### config.mk
export PLATFORM = sky130hd
export DESIGN_NAME = mp5_phantom_map
export DESIGN_NICKNAME = d
export VERILOG_FILES = /design/src/rtl/mp5_pkg.sv /design/src/rtl/mp5_prio_enc.sv /design/src/rtl/mp5_phantom_map.sv
export SDC_FILE = /design/constraint.sdc
export NUM_CORES = 2
export LEC_CHECK = 0
export CAP_MARGIN = 20
export CORE_AREA = 3 3 229 231
export DETAILED_ROUTE_END_ITERATION = 12
export DIE_AREA = 0 0 232 234
export HOLD_SLACK_MARGIN = 0.03
export PLACE_DENSITY = 0.8
export SLEW_MARGIN = 5
export SYNTH_ARGS = -nofsm -noshare
export SYNTH_HDL_FRONTEND = slang
export SYNTH_SLANG_ARGS = --single-unit
### constraint.sdc
create_clock -name clk -period 20.4 [get_ports clk]
set_input_delay 4.08 -clock clk [delete_from_list [all_inputs] [get_ports clk]]
set_output_delay 4.08 -clock clk [all_outputs]
set_load 0.02 [all_outputs]
### src/rtl/mp5_pkg.sv
// Types and sizes shared by the phantom map and the pipeline stage it drives.
package mp5_pkg;

    localparam int NUM_PIPELINES = 2;
    localparam int FIFO_SIZE     = 8;

    typedef struct packed {
        logic        is_phantom;
        logic [15:0] id;
        logic [31:0] data;
    } Packet;

endpackage

### src/rtl/mp5_prio_enc.sv
// Lowest-index priority encoder: reports whether any request bit is set and which one wins.
module mp5_prio_enc #(
    parameter  int N = 16,
    localparam int W = (N > 1) ? $clog2(N) : 1
) (
    input  logic [N-1:0] req_i,
    output logic         found_o,
    output logic [W-1:0] idx_o
);

    always_comb begin
        found_o = |req_i;
        idx_o   = '0;
        // Scan downward so the lowest set bit is the last one written.
        for (int i = N - 1; i >= 0; i--) begin
            if (req_i[i]) idx_o = W'(i);
        end
    end

endmodule

### src/rtl/mp5_phantom_map.sv
// Remembers where phantom packets were enqueued and turns the matching real packet
// into an in-place insert at that FIFO slot; unmatched packets are plain pushes.
module mp5_phantom_map #(
    parameter  int NUM_PIPELINES = mp5_pkg::NUM_PIPELINES,
    parameter  int FIFO_SIZE     = mp5_pkg::FIFO_SIZE,
    parameter  int MAP_DEPTH     = 16,
    parameter  int TIMEOUT       = 200,
    localparam int FW = (NUM_PIPELINES > 1) ? $clog2(NUM_PIPELINES) : 1,
    localparam int AW = (FIFO_SIZE > 1) ? $clog2(FIFO_SIZE) : 1,
    localparam int IW = (MAP_DEPTH > 1) ? $clog2(MAP_DEPTH) : 1,
    localparam int OW = $clog2(MAP_DEPTH) + 1
) (
    input  logic          clk,
    input  logic          rst,
    input  logic          in_valid,
    input  mp5_pkg::Packet in_pkt,
    input  logic [FW-1:0] in_fifo_id,
    input  logic          rec_valid,
    input  logic [15:0]   rec_id,
    input  logic [AW-1:0] rec_addr,
    input  logic [FW-1:0] rec_fifo_id,
    output logic          out_push,
    output logic          out_insert,
    output logic [AW-1:0] out_addr,
    output logic [FW-1:0] out_fifo_id,
    output mp5_pkg::Packet out_pkt,
    output logic [OW-1:0] occupancy,
    output logic [15:0]   drop_cnt,
    output logic [15:0]   timeout_cnt
);

    typedef struct packed {
        logic          valid;
        logic [15:0]   id;
        logic [FW-1:0] fifo_id;
        logic [AW-1:0] addr;
        logic [7:0]    age;
    } entry_t;

    entry_t [MAP_DEPTH-1:0] map_q, map_d;

    logic           push_q, insert_q;
    logic [AW-1:0]  addr_q;
    logic [FW-1:0]  fifo_q;
    mp5_pkg::Packet pkt_q;
    logic [OW-1:0]  occ_q, occ_d;
    logic [15:0]    drop_q, tmo_q;
    logic [16:0]    tmo_sum;
    logic [OW-1:0]  n_exp;

    logic [MAP_DEPTH-1:0] free_vec, lk_hit, rec_hit;
    logic                 free_found, lk_found, rec_found, lk_do, drop;
    logic [IW-1:0]        free_idx, lk_idx, rec_idx;

    always_comb begin
        for (int i = 0; i < MAP_DEPTH; i++) begin
            free_vec[i] = !map_q[i].valid;
            lk_hit[i]   = map_q[i].valid && (map_q[i].id == in_pkt.id);
            rec_hit[i]  = map_q[i].valid && (map_q[i].id == rec_id);
        end
    end

    mp5_prio_enc #(.N(MAP_DEPTH)) u_free (.req_i(free_vec), .found_o(free_found), .idx_o(free_idx));
    mp5_prio_enc #(.N(MAP_DEPTH)) u_lk   (.req_i(lk_hit),   .found_o(lk_found),   .idx_o(lk_idx));
    mp5_prio_enc #(.N(MAP_DEPTH)) u_rec  (.req_i(rec_hit),  .found_o(rec_found),  .idx_o(rec_idx));

    assign lk_do = in_valid && !in_pkt.is_phantom && lk_found;
    assign drop  = rec_valid && !rec_found && !free_found;

    always_comb begin
        map_d = map_q;
        n_exp = '0;
        for (int i = 0; i < MAP_DEPTH; i++) begin
            if (map_q[i].valid) begin
                map_d[i].age = map_q[i].age + 8'd1;
                // A lookup hit beats expiry; an entry about to be rewritten is not counted as expired.
                if (lk_do && lk_hit[i]) begin
                    map_d[i].valid = 1'b0;
                end else if (map_q[i].age == 8'(TIMEOUT - 1)) begin
                    map_d[i].valid = 1'b0;
                    if (!(rec_valid && rec_hit[i])) n_exp = n_exp + OW'(1);
                end
            end
        end
        if (rec_valid && (rec_found || free_found)) begin
            map_d[rec_found ? rec_idx : free_idx] = '{valid: 1'b1, id: rec_id,
                fifo_id: rec_fifo_id, addr: rec_addr, age: 8'd0};
        end
    end

    always_comb begin
        occ_d = '0;
        for (int i = 0; i < MAP_DEPTH; i++) occ_d = occ_d + OW'(map_d[i].valid);
    end

    assign tmo_sum = {1'b0, tmo_q} + 17'(n_exp);

    always_ff @(posedge clk) begin
        if (rst) begin
            map_q    <= '0;
            push_q   <= 1'b0;
            insert_q <= 1'b0;
            addr_q   <= '0;
            fifo_q   <= '0;
            pkt_q    <= '0;
            occ_q    <= '0;
            drop_q   <= '0;
            tmo_q    <= '0;
        end else begin
            map_q    <= map_d;
            push_q   <= in_valid && !lk_do;
            insert_q <= lk_do;
            if (in_valid) begin
                pkt_q  <= in_pkt;
                fifo_q <= lk_do ? map_q[lk_idx].fifo_id : in_fifo_id;
                if (lk_do) addr_q <= map_q[lk_idx].addr;
            end
            occ_q <= occ_d;
            if (drop && drop_q != 16'hFFFF) drop_q <= drop_q + 16'd1;
            tmo_q <= tmo_sum[16] ? 16'hFFFF : tmo_sum[15:0];
        end
    end

    assign out_push    = push_q;
    assign out_insert  = insert_q;
    assign out_addr    = addr_q;
    assign out_fifo_id = fifo_q;
    assign out_pkt     = pkt_q;
    assign occupancy   = occ_q;
    assign drop_cnt    = drop_q;
    assign timeout_cnt = tmo_q;

endmodule

# After elaboration in Yosys (flattened, before gate mapping)
# Cells that the tools add are included.
# W data, S select, Z words.
# classes
muxes	185
add_sub_neg	48
order_cmp	3
n_reduce_logical	97
eq_ne	49
# op_table
cell	n
$eq A16 B16 Y1	32
$bwmux W464	1
$mux W464	1
$mux W5	60
$mux W4	49
$add A8 B1 Y8 const B	16
$eq A8 B8 Y1 const B	16
$mux W8	16
$bmux W29 S4	1
$demux W29 S4	1
$add A5 B1 Y5 const B	15
$logic_and A1 B1 Y1	72
$add A5 B1 Y5	11
$mux W1	53
$reduce_or A16 Y1	3
$mux W29	1
$logic_not A1 Y1	20
$add A16 B5 Y17	1
$add A16 B1 Y16 const B	1
$mux W16	1
$ne A16 B16 Y1 const B	1
$mux W12	1
$lt A4 B5 Y1 const B	2
$add A4 B1 Y5	1
6 further kinds	6
# totals
out_inout_bits	92
ff_bits	556
input_bits	74
elab_cells	472

# Logic depth before layout (Yosys ltp)
# depth
ltp_word	84
depth_mapped	64

# Hierarchy
# From an unflattened synthesis, not the netlist that was laid out.
# unflattened
hier_cells	3803
area_unflattened_um2	30624.4
# modules_own_cells
mod	seq_area_each_um2	instances	area_each_um2	cells_per_inst
mp5_phantom_map	11130.7	1	30095.1	3701
mp5_prio_enc	0.0	3	176.4	34

# Worst setup path after synthesis
# Ideal clock, no wire load.
# synth_path
kind	in2reg
startpoint	input port rec_id[7]
endpoint	register tmo_q[10], in the netlist timeout_cnt[10]
t_required_ps	20267
setup_time_ps	133
path_slack_ps	4205
path_buffers	4
path_stages	53
arrival_ps	16063
path_cell_list	clkbuf_1 > buf_2 > clkbuf_1 > xor2_1 > nor4_1 > nand2_1 > or4_1 > or2_2 > ha_1 > nand3_1 > a21oi_1 > a31o_4 > ha_1 > nand4_1 > o21ai_0 > ha_1 > nand2b_1 > and2_1 > [... 17 more ...] > mux2_2 > xnor2_1 > mux2i_1 > ha_1 > mux2_2 > ha_1 > mux2_2 > ha_1 > mux2_2 > fa_1 > a21o_1 > a21oi_1 > nor2b_1 > o21ai_0 > nor3_1 > nand3_1 > clkbuf_1 > a21oi_1
# synth_via
elab_chain_cells	84
elab_cells_between_ends	129
cone_classes	16 x add/sub; 16 x eq/ne; 65 x mux; 32 x reduce/logical
# synth_rtl
item	line	rtl
start, declared	mp5_phantom_map.sv:19	input logic [15:0] rec_id,
$eq A16 B16 Y1	mp5_phantom_map.sv:59	rec_hit[i] = map_q[i].valid && (map_q[i].id == rec_id);
$logic_and A1 B1 Y1	mp5_phantom_map.sv:59	
$logic_and A1 B1 Y1	mp5_phantom_map.sv:81	if (!(rec_valid && rec_hit[i])) n_exp = n_exp + OW'(1);
$mux W1	mp5_phantom_map.sv:81	
$mux W1	mp5_phantom_map.sv:79	end else if (map_q[i].age == 8'(TIMEOUT - 1)) begin
$mux W1	mp5_phantom_map.sv:77	if (lk_do && lk_hit[i]) begin
$mux W1	mp5_phantom_map.sv:74	if (map_q[i].valid) begin
$add A5 B1 Y5	mp5_phantom_map.sv:81	
[... 68 more ...]	n/a	
$mux W5	mp5_phantom_map.sv:74	
$add A5 B1 Y5	mp5_phantom_map.sv:81	
$mux W5	mp5_phantom_map.sv:81	
$mux W5	mp5_phantom_map.sv:79	
$mux W5	mp5_phantom_map.sv:77	
$mux W5 (*)	mp5_phantom_map.sv:74	
$add A16 B5 Y17 (*)	mp5_phantom_map.sv:96	assign tmo_sum = {1'b0, tmo_q} + 17'(n_exp);
$mux W16 (*)	mp5_phantom_map.sv:120	tmo_q <= tmo_sum[16] ? 16'hFFFF : tmo_sum[15:0];
end signal, assigned	mp5_phantom_map.sv:120	
end, declared	mp5_phantom_map.sv:47	logic [15:0] drop_q, tmo_q;
# Every way passes the cells marked *; elsewhere a longest branch is shown, timed or not.
# A chain may end at the register's enable or synchronous reset.

# Worst setup path after layout
# layout_path
startpoint	input port in_pkt[32] (netlist bit)
endpoint	register tmo_q[0], in the netlist timeout_cnt[0]
# layout_via
elab_chain_cells	84
elab_cells_between_ends	129
cone_classes	16 x add/sub; 16 x eq/ne; 63 x mux; 34 x reduce/logical
# layout_rtl
item	line	rtl
start, declared	mp5_phantom_map.sv:16	input mp5_pkg::Packet in_pkt,
$eq A16 B16 Y1	mp5_phantom_map.sv:58	lk_hit[i] = map_q[i].valid && (map_q[i].id == in_pkt.id);
$logic_and A1 B1 Y1	mp5_phantom_map.sv:58	
$reduce_or A16 Y1	mp5_prio_enc.sv:12	found_o = |req_i;
$logic_and A1 B1 Y1	mp5_phantom_map.sv:67	assign lk_do = in_valid && !in_pkt.is_phantom && lk_found;
$logic_and A1 B1 Y1	mp5_phantom_map.sv:77	
$mux W1	mp5_phantom_map.sv:77	
$mux W1	mp5_phantom_map.sv:74	
$add A5 B1 Y5	mp5_phantom_map.sv:81	
[... 68 more ...]	n/a	
$mux W5	mp5_phantom_map.sv:74	
$add A5 B1 Y5	mp5_phantom_map.sv:81	
$mux W5	mp5_phantom_map.sv:81	
$mux W5	mp5_phantom_map.sv:79	
$mux W5	mp5_phantom_map.sv:77	
$mux W5 (*)	mp5_phantom_map.sv:74	
$add A16 B5 Y17 (*)	mp5_phantom_map.sv:96	
$mux W16 (*)	mp5_phantom_map.sv:120	
# Marked as above.

==> impl_metrics.env <==
export IMPL_p_per_area_nw_per_um2=70.21
export IMPL_synth_cell_types=70
export IMPL_place_area_um2=32640
export IMPL_maxSlewViolCount=0
export IMPL_yosysTopAreaCell="dfxtp_1"
export IMPL_synth_main_ff_cell="dfxtp_1"
export IMPL_hpwl_mm=58.36
export IMPL_final_core_utilization=0.6899
export IMPL_grt_pass1_wl_mm=133.6
export IMPL_finalWeightedCongestion=0.9935
export IMPL_fmax_mhz=58.40
export IMPL_numCtsBuffers=58
export IMPL_max_stage_delay_ns=0.97
export IMPL_ant_nets=0
export IMPL_relSlewSlack=0.1991
export IMPL_cp_start_kind="input port"
export IMPL_reg2reg_to="timeout_cnt[0]"
export IMPL_htreeDepth=2
export IMPL_critPathMostFrequentCell="ha_1"
export IMPL_dr_pass1_iters=5
export IMPL_wl_mm=86.98
export IMPL_synth_area_top_cells="dfxtp_1 (36%), mux2i_1 (13%), xnor2_1 (11%)"
export IMPL_critPathRequiredTime_ns=20.92
export IMPL_via_count=25070
export IMPL_cts_tree="built"
export IMPL_grt_pass1_vias=23670
export IMPL_ff2ff_path_depth=50
export IMPL_critPathLaunch="in_pkt[32]"
export IMPL_yosysTopAreaCellShare=0.3622
export IMPL_crit_end="timeout_cnt[0]"
export IMPL_power_leakage_nw=13.83
export IMPL_antenna_found_initial=0
export IMPL_nNetsFinal=3648
export IMPL_vdd_ir_drop_max_uv=79.54
export IMPL_viasPerCell=5.916
export IMPL_hold_slack_ns=0.4909
export IMPL_crit_path_end_kind="flip-flop"
export IMPL_critical_path_class="in2reg"
export IMPL_fin_setup_tns_ns=0
export IMPL_avgSynthCellArea_um2=8.834
export IMPL_diodes=0
export IMPL_slowest_stage="clkdlybuf4s50_1"
export IMPL_cp_buffers_inverters=3
export IMPL_crit_cells=52
export IMPL_cts_root_buf="clkbuf_16"
export IMPL_finClkSkew_ns=0.03412
export IMPL_fin_crit_ns=17.12
export IMPL_rsz0062_at_grt="no"
export IMPL_outcome="complete, no violations"
export IMPL_seq_area_frac_synth=0.3622
export IMPL_critical_path_arrival_ns=17.64
export IMPL_cts_clk_slew_worst_paths_ns=0.06
export IMPL_hold_buffers=0
export IMPL_ctsResizeCount=0
export IMPL_die_x_um=232
export IMPL_fin_crit_sh=0.8394
export IMPL_worst_r2r_setup_slack_ns=7.33
export IMPL_wire_per_inst_um=20.53
export IMPL_drtIter0Drc=2657
export IMPL_ys_warn_count=0
export IMPL_grt_usage=0.3124
export IMPL_cts_buffer_depth=3
export IMPL_synth_seq_cells=556
export IMPL_clk_latency_ns=0.63
export IMPL_drc=0
export IMPL_grt_overflow=0
export IMPL_critical_path_top_delay_family="adder cells"
export IMPL_synth_edff_count=0
export IMPL_die_h_um=234
export IMPL_netlist_area_um2=30730
export IMPL_hp_class="reg2reg"
export IMPL_max_slew_worst_pin_slew_ns=1.190
export IMPL_drive_gt1_frac=0.06311
export IMPL_power_total_mw=2.435
export IMPL_grt_max_degree=141
export IMPL_syn_nets=3605
export IMPL_syn_inst=3479
export IMPL_cts_sinks=556
export IMPL_finalSetupViolations=0
export IMPL_drv_cap=0
export IMPL_start_util=0.6113
export IMPL_die_area_um2=54290
export IMPL_numPortBuffers=165
export IMPL_io_pins=166
export IMPL_cts_setup_buffers=0
export IMPL_hold_violations=0
export IMPL_path_max_fanout=14
export IMPL_final_area_um2=34680
export IMPL_fillers=3994
export IMPL_area_delta_synth_final_pct=12.85
export IMPL_async_reset_ff_frac=0
export IMPL_coreArea_um2=50270
export IMPL_rows=82
[per-layer routing]
metal / share of wire / global-route usage / wire length [um] / vias to the layer above
met3: 0.098 / 0.06450 / 8500 / 249
met2: 0.45 / 0.4973 / 39120 / 1189
met4: 0.040 / 0.1270 / 3514 / 0
met5: 0 / 0 / 0 / -
met1: 0.41 / 0.4159 / 35840 / 11810
li1: - / - / - / 11820
[how the worst min path moves through the flow]
stage | slack [ns] | startpoint | end | cells after the start
6_report | 0.49 | out_pkt[24] | out_pkt[24] | 2
5_1_grt | 0.52 | out_pkt[24] | out_pkt[24] | 2
4_1_cts | 0.50 | out_pkt[24] | out_pkt[24] | 2
3_5_place_dp | 0.48 | flip-flop | flip-flop | 2
3_3_place_gp | 0.47 | out_addr[0] | out_addr[0] | 2
2_1_floorplan | 0.46 | flip-flop | flip-flop | 2
[through the flow]
step           cells  setup WS [ns]
4_1_cts         4236          3.411
6_report        4237          3.277
3_5_place_dp    4133          2.833
3_3_place_gp    4133          3.129
5_1_grt         4237          2.370
2_1_floorplan   3479          4.205
[cells by family after synthesis]
family | after synthesis | share of synthesized area
and+or+nand+nor | 1244 | 0.1872
xor gates and xnor gates | 704 | 0.2045
DFF | 556 | 0.3622
muxes | 431 | 0.1412
buffers and inverters | 290 | 0.03856
AOI/OAI and AO/OA | 202 | 0.04246
adders and majority gates | 52 | 0.02386
[synth_stat cells (10+ instances only)]
cell and n:
or4_1 13, a21oi_1 64, mux2i_1 410, xnor2_1 399, nand2b_1 16, nand2_1 204, ha_1 41, fa_1 11
nand3_1 50, nor2b_1 16, clkbuf_1 155, a31oi_1 10, xor2_1 297, buf_2 50, dfxtp_1 556, nor3_1 88
inv_1 49, mux2_2 21, nand4b_1 11, nor4_1 85, nor2_1 577, and3_1 25, and2_1 12, o21ai_0 42
a211oi_1 16, buf_1 29, nand4_1 117
[tightest hold or removal path: stages (launching register included)]
cell	delay (ns)
dfxtp_1	0.32
mux2i_1	0.06
nor2_1	0.07
[cell usage in the layout (no fill, tap or decap), types with 21 or more instances in the layout]
| cell | n |
|---|---|
| nand3_1 | 50 |
| o21ai_0 | 42 |
| buf_4 | 58 |
| nor3_1 | 88 |
| nand4_1 | 117 |
| xor2_1 | 297 |
| inv_1 | 49 |
| and3_1 | 25 |
| dfxtp_1 | 556 |
| nor2_1 | 569 |
| ha_1 | 41 |
| clkbuf_16 | 60 |
| clkdlybuf4s50_1 | 147 |
| mux2_2 | 21 |
| a21oi_1 | 64 |
| mux2i_1 | 410 |
| nand2_1 | 201 |
| nor4_1 | 85 |
| xnor2_1 | 399 |
[final cells by class]
type	instances	area [um^2]	share of cell area
Clock buffer	81	1700	0.04903
Timing Repair Buffer	223	2022	0.05830
Inverter	50	187.7	0.005411
Multi-Input combinational cell	2633	18480	0.5329
Tap cell	672	840.8	0.02424
Clock inverter	22	317.8	0.009163
Sequential cell	556	11130	0.3209
[power breakdown]
group	switching [mW]	internal [mW]
clock	0.450	0.667
sequential	0.0116	1.10
combinational	0.128	0.0797
total	0.590	1.84
(Power assumes the default switching activity.)
